[config.mk]
export PLATFORM = sky130hd
export DESIGN_NAME = fpu_prenorm_lanes
export DESIGN_NICKNAME = d
export VERILOG_FILES = /design/src/rtl/fpu_prenorm_lanes_pkg.sv /design/src/rtl/fpu_prenorm_lanes_lane.sv /design/src/rtl/lzc.sv /design/src/rtl/fpu_prenorm_lanes.sv
export SDC_FILE = /design/constraint.sdc
export NUM_CORES = 2
export LEC_CHECK = 0
export BUFFER_PORTS_ARGS = -buffer_cell sky130_fd_sc_hd__buf_2
export CORE_MARGIN = 2
export CORE_UTILIZATION = 40
export CTS_CLUSTER_DIAMETER = 50
export CTS_CLUSTER_SIZE = 12
export DETAILED_ROUTE_END_ITERATION = 7
export GPL_TIMING_DRIVEN = 0
export PLACE_DENSITY = 0.67
export SLEW_MARGIN = 30
export SYNTH_ARGS = -nofsm -noshare
export SYNTH_HDL_FRONTEND = slang
export SYNTH_HIERARCHICAL = 1
export SYNTH_SLANG_ARGS = --single-unit
[constraint.sdc]
create_clock -name Clk_CI -period 2 [get_ports Clk_CI]
set_input_delay 0.1 -clock Clk_CI [delete_from_list [all_inputs] [get_ports Clk_CI]]
set_output_delay 0.1 -clock Clk_CI [all_outputs]
set_load 0.03 [all_outputs]
[src/rtl/fpu_prenorm_lanes_pkg.sv]
// ============================================================================
// Module   : defs_div_sqrt_mvp (package)
// Brief    : Shared widths, encodings and the per-format operand unpacker
//            for the div/sqrt pre-normalisation lanes.
// Revision : 1.0 - initial release
// ============================================================================
`default_nettype none

package defs_div_sqrt_mvp;

    localparam int C_RM           = 3;
    localparam int C_FS           = 2;
    localparam int C_OP_FP64      = 64;
    localparam int C_EXP_FP64     = 11;
    localparam int C_MANT_FP64    = 52;
    localparam int C_EXP_NORM_W   = C_EXP_FP64 + 1;
    localparam int C_CLASS_W      = 5;
    localparam int C_LZC_W        = C_MANT_FP64 + 1;
    localparam int C_LZC_CNT_W    = 6;

    localparam logic [C_FS-1:0] C_FMT_FP32    = 2'b00;
    localparam logic [C_FS-1:0] C_FMT_FP64    = 2'b01;
    localparam logic [C_FS-1:0] C_FMT_FP16    = 2'b10;
    localparam logic [C_FS-1:0] C_FMT_FP16ALT = 2'b11;

    localparam logic C_OP_DIV  = 1'b0;
    localparam logic C_OP_SQRT = 1'b1;

    // Class vector bit positions: {SNaN, NaN, Inf, Zero, Subnormal}
    localparam int C_CLS_SNAN = 4;
    localparam int C_CLS_NAN  = 3;
    localparam int C_CLS_INF  = 2;
    localparam int C_CLS_ZERO = 1;
    localparam int C_CLS_SUBN = 0;

    typedef struct packed {
        logic                   sign;
        logic [C_EXP_FP64-1:0]  exp_f;
        logic [C_MANT_FP64-1:0] mant_f;
        logic                   exp_max;
    } fp_unpacked_t;

    // Fields are taken LSB-aligned; the mantissa is left-aligned to 52 bits.
    function automatic fp_unpacked_t fp_unpack(input logic [C_FS-1:0] fmt,
                                               input logic [C_OP_FP64-1:0] op);
        fp_unpacked_t u;
        case (fmt)
            C_FMT_FP32: begin
                u.sign    = op[31];
                u.exp_f   = {3'b000, op[30:23]};
                u.mant_f  = {op[22:0], 29'b0};
                u.exp_max = &op[30:23];
            end
            C_FMT_FP64: begin
                u.sign    = op[63];
                u.exp_f   = op[62:52];
                u.mant_f  = op[51:0];
                u.exp_max = &op[62:52];
            end
            C_FMT_FP16: begin
                u.sign    = op[15];
                u.exp_f   = {6'b000000, op[14:10]};
                u.mant_f  = {op[9:0], 42'b0};
                u.exp_max = &op[14:10];
            end
            default: begin
                u.sign    = op[15];
                u.exp_f   = {3'b000, op[14:7]};
                u.mant_f  = {op[6:0], 45'b0};
                u.exp_max = &op[14:7];
            end
        endcase
        return u;
    endfunction

endpackage

`default_nettype wire

[src/rtl/fpu_prenorm_lanes_lane.sv]
// ============================================================================
// Module   : prenorm_lane
// Brief    : One lane of unpack, classify and leading-zero normalisation for
//            a div/sqrt operand pair (purely combinational).
// Revision : 1.0 - initial release
// ============================================================================
`default_nettype none

module prenorm_lane
    import defs_div_sqrt_mvp::*;
(
    input  logic                    Op_SI,
    input  logic [C_FS-1:0]         Format_sel_SI,
    input  logic [C_OP_FP64-1:0]    Operand_a_DI,
    input  logic [C_OP_FP64-1:0]    Operand_b_DI,
    output logic [C_EXP_NORM_W-1:0] Exp_a_DO,
    output logic [C_EXP_NORM_W-1:0] Exp_b_DO,
    output logic [C_MANT_FP64:0]    Mant_a_DO,
    output logic [C_MANT_FP64:0]    Mant_b_DO,
    output logic [C_CLASS_W-1:0]    Class_a_DO,
    output logic [C_CLASS_W-1:0]    Class_b_DO,
    output logic                    Sign_z_DO,
    output logic                    Special_SO,
    output logic                    Nv_SO
);

    logic [C_OP_FP64-1:0]    w_operand [2];
    fp_unpacked_t            w_unp     [2];
    logic [C_MANT_FP64:0]    w_sig     [2];
    logic [C_LZC_CNT_W-1:0]  w_lz      [2];
    logic                    w_empty   [2];
    logic [C_EXP_NORM_W-1:0] w_exp     [2];
    logic [C_MANT_FP64:0]    w_mant    [2];
    logic [C_CLASS_W-1:0]    w_cls     [2];
    logic                    w_spec    [2];

    assign w_operand[0] = Operand_a_DI;
    assign w_operand[1] = Operand_b_DI;

    for (genvar i = 0; i < 2; i++) begin : g_operand
        logic w_exp_zero;
        logic w_mant_nz;
        logic w_nan;

        assign w_unp[i]   = fp_unpack(Format_sel_SI, w_operand[i]);
        assign w_sig[i]   = {|w_unp[i].exp_f, w_unp[i].mant_f};

        lzc #(
            .WIDTH (C_LZC_W),
            .MODE  (1'b1)
        ) i_lzc (
            .in_i    (w_sig[i]),
            .cnt_o   (w_lz[i]),
            .empty_o (w_empty[i])
        );

        // Subnormals keep an effective exponent of 1 before the shift is applied.
        assign w_mant[i] = w_empty[i] ? '0 : (w_sig[i] << w_lz[i]);
        assign w_exp[i]  = w_empty[i] ? '0 :
                           ({1'b0, w_unp[i].exp_f} - C_EXP_NORM_W'(w_lz[i])
                            + C_EXP_NORM_W'(w_lz[i] != '0));

        assign w_exp_zero = (w_unp[i].exp_f == '0);
        assign w_mant_nz  = |w_unp[i].mant_f;
        assign w_nan      = w_unp[i].exp_max & w_mant_nz;

        assign w_cls[i][C_CLS_SNAN] = w_nan & ~w_unp[i].mant_f[C_MANT_FP64-1];
        assign w_cls[i][C_CLS_NAN]  = w_nan;
        assign w_cls[i][C_CLS_INF]  = w_unp[i].exp_max & ~w_mant_nz;
        assign w_cls[i][C_CLS_ZERO] = w_exp_zero & ~w_mant_nz;
        assign w_cls[i][C_CLS_SUBN] = w_exp_zero & w_mant_nz;

        assign w_spec[i] = w_cls[i][C_CLS_NAN] | w_cls[i][C_CLS_INF] | w_cls[i][C_CLS_ZERO];
    end

    logic w_is_div;
    logic w_sign_a;
    logic w_sign_b;

    assign w_is_div = (Op_SI == C_OP_DIV);
    assign w_sign_a = w_unp[0].sign;
    assign w_sign_b = w_unp[1].sign;

    assign Exp_a_DO   = w_exp[0];
    assign Mant_a_DO  = w_mant[0];
    assign Class_a_DO = w_cls[0];
    assign Exp_b_DO   = w_is_div ? w_exp[1]  : '0;
    assign Mant_b_DO  = w_is_div ? w_mant[1] : '0;
    assign Class_b_DO = w_is_div ? w_cls[1]  : '0;

    assign Sign_z_DO  = w_is_div ? (w_sign_a ^ w_sign_b) : w_sign_a;
    assign Special_SO = w_is_div ? (w_spec[0] | w_spec[1]) : (w_spec[0] | w_sign_a);

    assign Nv_SO = w_cls[0][C_CLS_SNAN]
                 | (w_is_div & (w_cls[1][C_CLS_SNAN]
                               | (w_cls[0][C_CLS_ZERO] & w_cls[1][C_CLS_ZERO])
                               | (w_cls[0][C_CLS_INF]  & w_cls[1][C_CLS_INF])))
                 | (~w_is_div & w_sign_a & ~w_cls[0][C_CLS_ZERO] & ~w_cls[0][C_CLS_NAN]);

endmodule

`default_nettype wire

[src/rtl/lzc.sv]
// ============================================================================
// Module   : lzc
// Brief    : Leading (MODE=1) or trailing (MODE=0) zero counter.
// Revision : 1.0 - initial release
// ============================================================================
`default_nettype none

module lzc #(
    parameter int unsigned WIDTH     = 2,
    parameter bit          MODE      = 1'b0,
    parameter int unsigned CNT_WIDTH = (WIDTH > 1) ? $clog2(WIDTH) : 1
) (
    input  logic [WIDTH-1:0]     in_i,
    output logic [CNT_WIDTH-1:0] cnt_o,
    output logic                 empty_o
);

    logic [WIDTH-1:0] w_ordered;

    for (genvar g = 0; g < WIDTH; g++) begin : g_order
        assign w_ordered[g] = MODE ? in_i[WIDTH-1-g] : in_i[g];
    end

    // Scan downwards so the lowest count with a set bit wins.
    always_comb begin
        cnt_o = '0;
        for (int i = WIDTH - 1; i >= 0; i--) begin
            if (w_ordered[i]) begin
                cnt_o = CNT_WIDTH'(i);
            end
        end
    end

    assign empty_o = ~|in_i;

endmodule

`default_nettype wire

[src/rtl/fpu_prenorm_lanes.sv]
// ============================================================================
// Module   : fpu_prenorm_lanes
// Brief    : Multi-lane div/sqrt operand pre-normalisation with a single
//            registered output stage and valid/ready handshake.
// Revision : 1.0 - initial release
// ============================================================================
`default_nettype none

module fpu_prenorm_lanes
    import defs_div_sqrt_mvp::*;
#(
    parameter int NUM_LANES = 2,
    parameter int TAG_W     = 4
) (
    input  logic                                Clk_CI,
    input  logic                                Rst_RBI,
    input  logic                                In_valid_SI,
    output logic                                In_ready_SO,
    input  logic                                Op_SI,
    input  logic [C_FS-1:0]                     Format_sel_SI,
    input  logic [C_RM-1:0]                     RM_SI,
    input  logic [TAG_W-1:0]                    Tag_SI,
    input  logic [NUM_LANES*C_OP_FP64-1:0]      Operand_a_DI,
    input  logic [NUM_LANES*C_OP_FP64-1:0]      Operand_b_DI,
    input  logic                                Flush_SI,
    output logic                                Out_valid_SO,
    input  logic                                Out_ready_SI,
    output logic [NUM_LANES*C_EXP_NORM_W-1:0]   Exp_a_DO,
    output logic [NUM_LANES*C_EXP_NORM_W-1:0]   Exp_b_DO,
    output logic [NUM_LANES*(C_MANT_FP64+1)-1:0] Mant_a_DO,
    output logic [NUM_LANES*(C_MANT_FP64+1)-1:0] Mant_b_DO,
    output logic [NUM_LANES*C_CLASS_W-1:0]      Class_a_DO,
    output logic [NUM_LANES*C_CLASS_W-1:0]      Class_b_DO,
    output logic [NUM_LANES-1:0]                Sign_z_DO,
    output logic [NUM_LANES-1:0]                Special_SO,
    output logic [NUM_LANES-1:0]                Nv_SO,
    output logic                                Op_SO,
    output logic [C_FS-1:0]                     Format_SO,
    output logic [C_RM-1:0]                     RM_SO,
    output logic [TAG_W-1:0]                    Tag_SO
);

    localparam int C_MW = C_MANT_FP64 + 1;

    logic [NUM_LANES*C_EXP_NORM_W-1:0] exp_a_d,   exp_a_q;
    logic [NUM_LANES*C_EXP_NORM_W-1:0] exp_b_d,   exp_b_q;
    logic [NUM_LANES*C_MW-1:0]         mant_a_d,  mant_a_q;
    logic [NUM_LANES*C_MW-1:0]         mant_b_d,  mant_b_q;
    logic [NUM_LANES*C_CLASS_W-1:0]    class_a_d, class_a_q;
    logic [NUM_LANES*C_CLASS_W-1:0]    class_b_d, class_b_q;
    logic [NUM_LANES-1:0]              sign_z_d,  sign_z_q;
    logic [NUM_LANES-1:0]              special_d, special_q;
    logic [NUM_LANES-1:0]              nv_d,      nv_q;
    logic                              op_q;
    logic [C_FS-1:0]                   format_q;
    logic [C_RM-1:0]                   rm_q;
    logic [TAG_W-1:0]                  tag_q;
    logic                              out_valid_q;

    logic w_in_ready;
    logic w_accept;

    // A flush blocks new work so the discarded slot stays empty for a cycle.
    assign w_in_ready = (~out_valid_q | Out_ready_SI) & ~Flush_SI;
    assign w_accept   = In_valid_SI & w_in_ready;

    for (genvar l = 0; l < NUM_LANES; l++) begin : g_lane
        prenorm_lane i_lane (
            .Op_SI         (Op_SI),
            .Format_sel_SI (Format_sel_SI),
            .Operand_a_DI  (Operand_a_DI[l*C_OP_FP64 +: C_OP_FP64]),
            .Operand_b_DI  (Operand_b_DI[l*C_OP_FP64 +: C_OP_FP64]),
            .Exp_a_DO      (exp_a_d[l*C_EXP_NORM_W +: C_EXP_NORM_W]),
            .Exp_b_DO      (exp_b_d[l*C_EXP_NORM_W +: C_EXP_NORM_W]),
            .Mant_a_DO     (mant_a_d[l*C_MW +: C_MW]),
            .Mant_b_DO     (mant_b_d[l*C_MW +: C_MW]),
            .Class_a_DO    (class_a_d[l*C_CLASS_W +: C_CLASS_W]),
            .Class_b_DO    (class_b_d[l*C_CLASS_W +: C_CLASS_W]),
            .Sign_z_DO     (sign_z_d[l]),
            .Special_SO    (special_d[l]),
            .Nv_SO         (nv_d[l])
        );
    end

    always_ff @(posedge Clk_CI or negedge Rst_RBI) begin
        if (!Rst_RBI) begin
            out_valid_q <= 1'b0;
            exp_a_q     <= '0;
            exp_b_q     <= '0;
            mant_a_q    <= '0;
            mant_b_q    <= '0;
            class_a_q   <= '0;
            class_b_q   <= '0;
            sign_z_q    <= '0;
            special_q   <= '0;
            nv_q        <= '0;
            op_q        <= 1'b0;
            format_q    <= '0;
            rm_q        <= '0;
            tag_q       <= '0;
        end else begin
            if (Flush_SI) begin
                out_valid_q <= 1'b0;
            end else if (w_accept) begin
                out_valid_q <= 1'b1;
            end else if (Out_ready_SI) begin
                out_valid_q <= 1'b0;
            end

            if (w_accept) begin
                exp_a_q   <= exp_a_d;
                exp_b_q   <= exp_b_d;
                mant_a_q  <= mant_a_d;
                mant_b_q  <= mant_b_d;
                class_a_q <= class_a_d;
                class_b_q <= class_b_d;
                sign_z_q  <= sign_z_d;
                special_q <= special_d;
                nv_q      <= nv_d;
                op_q      <= Op_SI;
                format_q  <= Format_sel_SI;
                rm_q      <= RM_SI;
                tag_q     <= Tag_SI;
            end
        end
    end

    assign In_ready_SO  = w_in_ready;
    assign Out_valid_SO = out_valid_q;
    assign Exp_a_DO     = exp_a_q;
    assign Exp_b_DO     = exp_b_q;
    assign Mant_a_DO    = mant_a_q;
    assign Mant_b_DO    = mant_b_q;
    assign Class_a_DO   = class_a_q;
    assign Class_b_DO   = class_b_q;
    assign Sign_z_DO    = sign_z_q;
    assign Special_SO   = special_q;
    assign Nv_SO        = nv_q;
    assign Op_SO        = op_q;
    assign Format_SO    = format_q;
    assign RM_SO        = rm_q;
    assign Tag_SO       = tag_q;

endmodule

`default_nettype wire

* After elaboration in Yosys (flattened, before gate mapping) *
Index checks and enable logic that the tools add are counted.

word-level totals
  bits in registers = 297
  input bits = 271
  output and inout port bits = 298
  logic and storage cells = 375

operators by class
  add/subtract/negate cells = 8
  equal/unequal tests = 2
  shift operators = 4
  muxes and demuxes = 237
  bitwise gates (word level) = 72
  reduce and logical (&&, ||, !) cells = 38

operators with widths
  cell                                                              number
  6-bit 2-to-1 mux                                                  212
  65-bit case mux with 3 select lines                               4
  53-bit 2-to-1 mux                                                 6
  63-bit OR reduction                                               4
  53-bit by 6-bit left shift with 53-bit output                     4
  52-bit OR reduction                                               4
  12-bit 2-to-1 mux                                                 6
  8-bit AND reduction                                               8
  12-bit by 1-bit adder with 12-bit output                          4
  11-bit by 6-bit subtractor with 12-bit output                     4
  11-bit logical NOT                                                4
  11-bit AND reduction                                              4
  11-bit OR reduction                                               4
  1-bit bitwise AND                                                 34
  6-bit nonzero test                                                4
  1-bit OR                                                          21
  5-bit AND reduction                                               4
  1-bit NOT                                                         15
  5-bit 2-to-1 mux                                                  2
  1-bit 2-to-1 mux                                                  7
  3-bit nonzero test                                                1
  2-bit by 1-bit == test with 1-bit output (second input constant)  1
  2-bit == test (second input constant)                             1
  2-bit logical NOT                                                 1
  1-bit XOR                                                         2

* Depth between registers and ports, before layout *
  word-level depth = 59
  depth in mapped cells = 36
  gate-level depth less buffers = 28

* By module *
Netlist, hierarchy kept.

modules (own cells, without submodules)
  module                           instances  cells each  area an instance (µm²)  sequential area each (µm²)
  fpu_prenorm_lanes                1          631         11458.5                 7432.1
  prenorm_lane (g_lane[0].i_lane)  1          1478        10576.4                 0.0
  prenorm_lane (g_lane[1].i_lane)  1          1471        10508.8                 0.0
  lzc                              4          120         680.7                   0.0

* Worst setup path before layout *
Ideal clock, no wire load.

  path kind = input to register
  start = in Format_sel_SI[1]
  end = reg exp_b_q[22], in the netlist Exp_b_DO[22]
  library setup time = 0.125 ns
  arrival time = 8.107 ns
  data required time = 1.875 ns
  path slack = -6.232 ns
  stages on the path = 36
  buffers on the path = 12
  cells stage by stage = buf_2 -> buf_2 -> buf_2 -> buf_2 -> buf_2 -> buf_1 -> clkbuf_1 -> mux2i_1 -> a21oi_1 -> inv_1 -> ha_1 -> nand2_1 -> a211oi_1 -> nand2_1 -> or4_1 -> a21oi_1 -> o21ai_0 -> a21oi_1 -> buf_1 -> clkbuf_1 -> clkbuf_1 -> buf_2 -> buf_2 -> nor3_1 -> ha_1 -> inv_1 -> ha_1 -> fa_1 -> a21o_1 -> a21oi_1 -> o21bai_1 -> a2111o_1 -> a41o_1 -> xnor2_1 -> nor2_1 -> mux2_2

RTL lines
  item                    RTL line                  RTL
  start: declaration      fpu_prenorm_lanes.sv:20   input logic [C_FS-1:0] Format_sel_SI,
  end signal: assignment  fpu_prenorm_lanes.sv:112  exp_b_q <= exp_b_d;
  end: declaration        fpu_prenorm_lanes.sv:46   logic [NUM_LANES*C_EXP_NORM_W-1:0] exp_b_d, exp_b_q;

==> impl_results.md <==
* Status: finished, violations left
* Failing checks: negative setup slack
* CP dominant cell by count: buf_12
* Synthesized instance count at 4060
* TNS Setup at -779.26 ns
* PwrDens at 550 mW/mm^2
* CP top delay family: compound AO/OA/AOI/OAI gates
* Top FF cell, synth: dfrtp_1
* Multi-input logic area at between 0.02 and 0.03 mm^2
* Ratio of cells with drive above 1 in the final layout at between 40 and 50%
* TritonCTS clock tree: built
* DRT Pass-1 Iters at 8
* Initial Utilization at ~40%
* Leading area contributor after synthesis: dfrtp_1
* Vias per inst at approximately 6.6
* CTS Buf Count at 40
* EDFF count, synth at 0
* Crit. path cell count at 37
* Sink Count at approximately 300
* Post-Route WL at roughly 190000 um
* Slew HR at 23.6%
* Most frequent cells in the layout: buf_2, nor2_1, nand2_1, dfrtp_1, buf_4
* Die extent in x at about 300 um
* Final Hold Fails at 0
* Avg Cell Area, Syn at 8.69 um^2
* Slew Viols, Final at 0
* Yosys reg bits at 297
* Crit path kind: in -> reg
* Max_cap viols at 0
* Worst R2R Path Depth at 6
* Worst setup EP type: flip-flop
* Die Ht at approximately 300 um
* Die Footprint at roughly 0.09 mm^2
* RePlAce Congestion at between 1 and 1.5
* Final ANT Viol Nets at 0
* Buffers and inverters on the worst path at 15
* Fin crit share at 292%
* Drt drc at 0
* Yosys warning total at 6
* Worst-path clk slew at 0.06 ns
* Final count of negative-setup-slack endpoints at 284
* Worst Skew at 0.0187 ns
* Leak Pwr at between 20 and 25 nW
* Worst Hold Path Cells at 6
* Crit path arrival time at 6.30 ns
* Number of DRC markers in iteration 0 at ~5200
* Net Count, Synth at 4411
* Top cell type's share of synthesized area at a little over a fifth
* Commonest non-fill, non-tap cell in the layout: buf_2
* Crit path required time at around 2.5 ns
* Startpoint Class: primary input
* M1 wire length at 73700 um
* Reg area at 0.00743 mm^2
* Reg2reg start: Out_valid_SO$_DFFE_PN0P_
* Setup crit start: Format_sel_SI[1]
* Number of global-route vias before repair at between 30000 and 40000
* Top layer used by detailed routing: met5
* Largest net degree at the start of global routing at 86
* Routed length per instance at just over 30 um
* Synth area leaders: dfrtp_1, mux4_2, mux2_2
* Nets@finish at 5296
* Fmax at roughly 170 MHz
* Slowest-stage cell, CP: or4_4
* Yosys cell types at 96
* GR Overflow Total at 0
* Port buffer count at ~560
* H-Tree Depth at 2
* Post-DP HPWL at 141000 um
* Global Route Usage Sum at around two fifths
* Design area at 0.0490 mm^2
* Max Root-Sink Buffers at 3
* Worst Tran Pin Value at 1.15 ns
* Critical path peak fanout at 5
* Hold Path Class: in -> reg
* Cell Area, Synth at roughly 0.035 mm^2
* Clock latency at the later pin of the worst-skew pair at 0.58 ns
* Fin crit period at between 5 and 6 ns
* Filler cells at roughly 8000
* DR WL met3 at between 20000 and 25000 um
* Async SR Flop Fraction at 100%
* Sequential fraction of the synthesis area at roughly a fifth
* IO Pins at between 500 and 600
* First-pass GRT wire length at approximately 270000 um
* Worst VDD drop at between 0.8 and 0.9 mV
* RSZ-0062 raised after global routing: true
* # rows at between 100 and 150
* Area of the core at around 0.087 mm^2
* CP max stage delay at about 0.52 ns
* Cell area after placement at ~0.041 mm^2
* Vias at a little over 40000
* Initial antenna violation count at 11
* Setup WS post-layout at -3.83 ns
* Clk root buf: clkbuf_16
* Area Overhead vs Synth at 39.0%
* Routed met2 length at just under 80000 um
* Hold wc startpoint: Operand_a_DI[127]
[synth_stat cells (all sizes together), types with 15 or more instances]
| cell | number |
|---|---|
| a211oi | 76 |
| a21o | 29 |
| buf | 147 |
| nand3 | 70 |
| nand2 | 332 |
| or4 | 30 |
| nand2b | 30 |
| o22a | 21 |
| and3 | 21 |
| nor2 | 506 |
| o22ai | 38 |
| a31oi | 37 |
| a21oi | 235 |
| o21a | 25 |
| inv | 103 |
| nor3 | 162 |
| nor2b | 42 |
| mux2i | 216 |
| ha | 76 |
| or2 | 21 |
| o31ai | 21 |
| o21ai | 174 |
| mux4 | 195 |
| mux2 | 390 |
| nor4 | 69 |
| o211ai | 21 |
| and2 | 145 |
| nand4 | 32 |
| clkbuf | 189 |
| dfrtp | 297 |
| o2bb2ai | 15 |
| xnor2 | 22 |
| or3 | 28 |
[metal layers]
layer  vias to the layer above  GRT usage (%)
met5                         -              0
met4                         6           22.3
met3                       827           12.0
met2                      3142           57.9
met1                     19500           53.0
li1                      17000              -
[report_power, final]
part,total [mW],internal [mW],switching (mW)
clock,7.29,4.29,3.01
combinational,12.3,4.83,7.46
sequential,7.39,6.87,0.522
total,27.0,16.0,11.0
[repair_timing]
action / in CTS / in global routing
endpoints found under the hold margin: 194 / 0
setup endpoints to repair: 286 / 285
gates resized for setup: 623 / 301
hold buffers: 13 / 0
buffers inserted: 228 / 87
cloned: 1 / 1
pin swaps: 155 / 122
[path summary, 6_finish.rpt]
path	to	slack [ns]
max	Exp_b_DO[22]$_DFFE_PN0P_	-3.83
max reg2reg	Exp_b_DO[15]$_DFFE_PN0P_	0.03
min	Sign_z_DO[1]$_DFFE_PN0P_	0.07
min in group asynchronous	Mant_a_DO[23]$_DFFE_PN0P_	0.08
min reg2reg	Mant_a_DO[44]$_DFFE_PN0P_	0.50
max in group asynchronous	Mant_a_DO[93]$_DFFE_PN0P_	0.81
[final cells by class]
cell class	count	area share [%]
tap	1155	2.95
sequential	297	15.2
clock buffer	47	2.20
antenna	6	0.0306
inverter	110	0.975
clock inverter	20	0.500
multi-input combinational	3317	59.5
timing repair buffer	844	11.1
buffer	335	7.54
[state kept, by name, indices dropped and copies added, names as in the netlist, 2 cells and up]
name / flops
Class_a_DO: 10
Special_SO: 2
Exp_a_DO: 24
RM_SO: 3
Tag_SO: 4
Exp_b_DO: 24
Nv_SO: 2
Format_SO: 2
Mant_b_DO: 106
Mant_a_DO: 106
Sign_z_DO: 2
Class_b_DO: 10
[through the flow]
stage	total power [mW]	utilization [%]	worst slack, ns	hold slack (ns)	cells
after global placement	17.9	47.5	-6.04	0.296	5770
after detailed placement	18.0	47.6	-6.02	-0.0222	5774
after global routing	28.0	56.3	-3.99	0.0871	6128
final	27.0	56.3	-3.83	0.0726	6131
after CTS	26.3	54.4	-3.95	0.0531	6070
after floorplan	14.3	-	-3.90	-0.196	4060
[logic make-up after synthesis]
kind of cell	share of synthesized area, %
xor+xnor	0.894
simple gates	21.1
buf+inv	6.36
fa+ha+maj	2.92
mux	31.3
flops	21.1
compound gates	16.4
[tightest hold or removal path: stages]
cell	delay (ns)
buf_2	0.07
mux2i_1	0.06
nor2_1	0.08
a21oi_1	0.07
xnor2_1	0.12
mux2_2	0.13
Power figures use the tool's default switching activity.
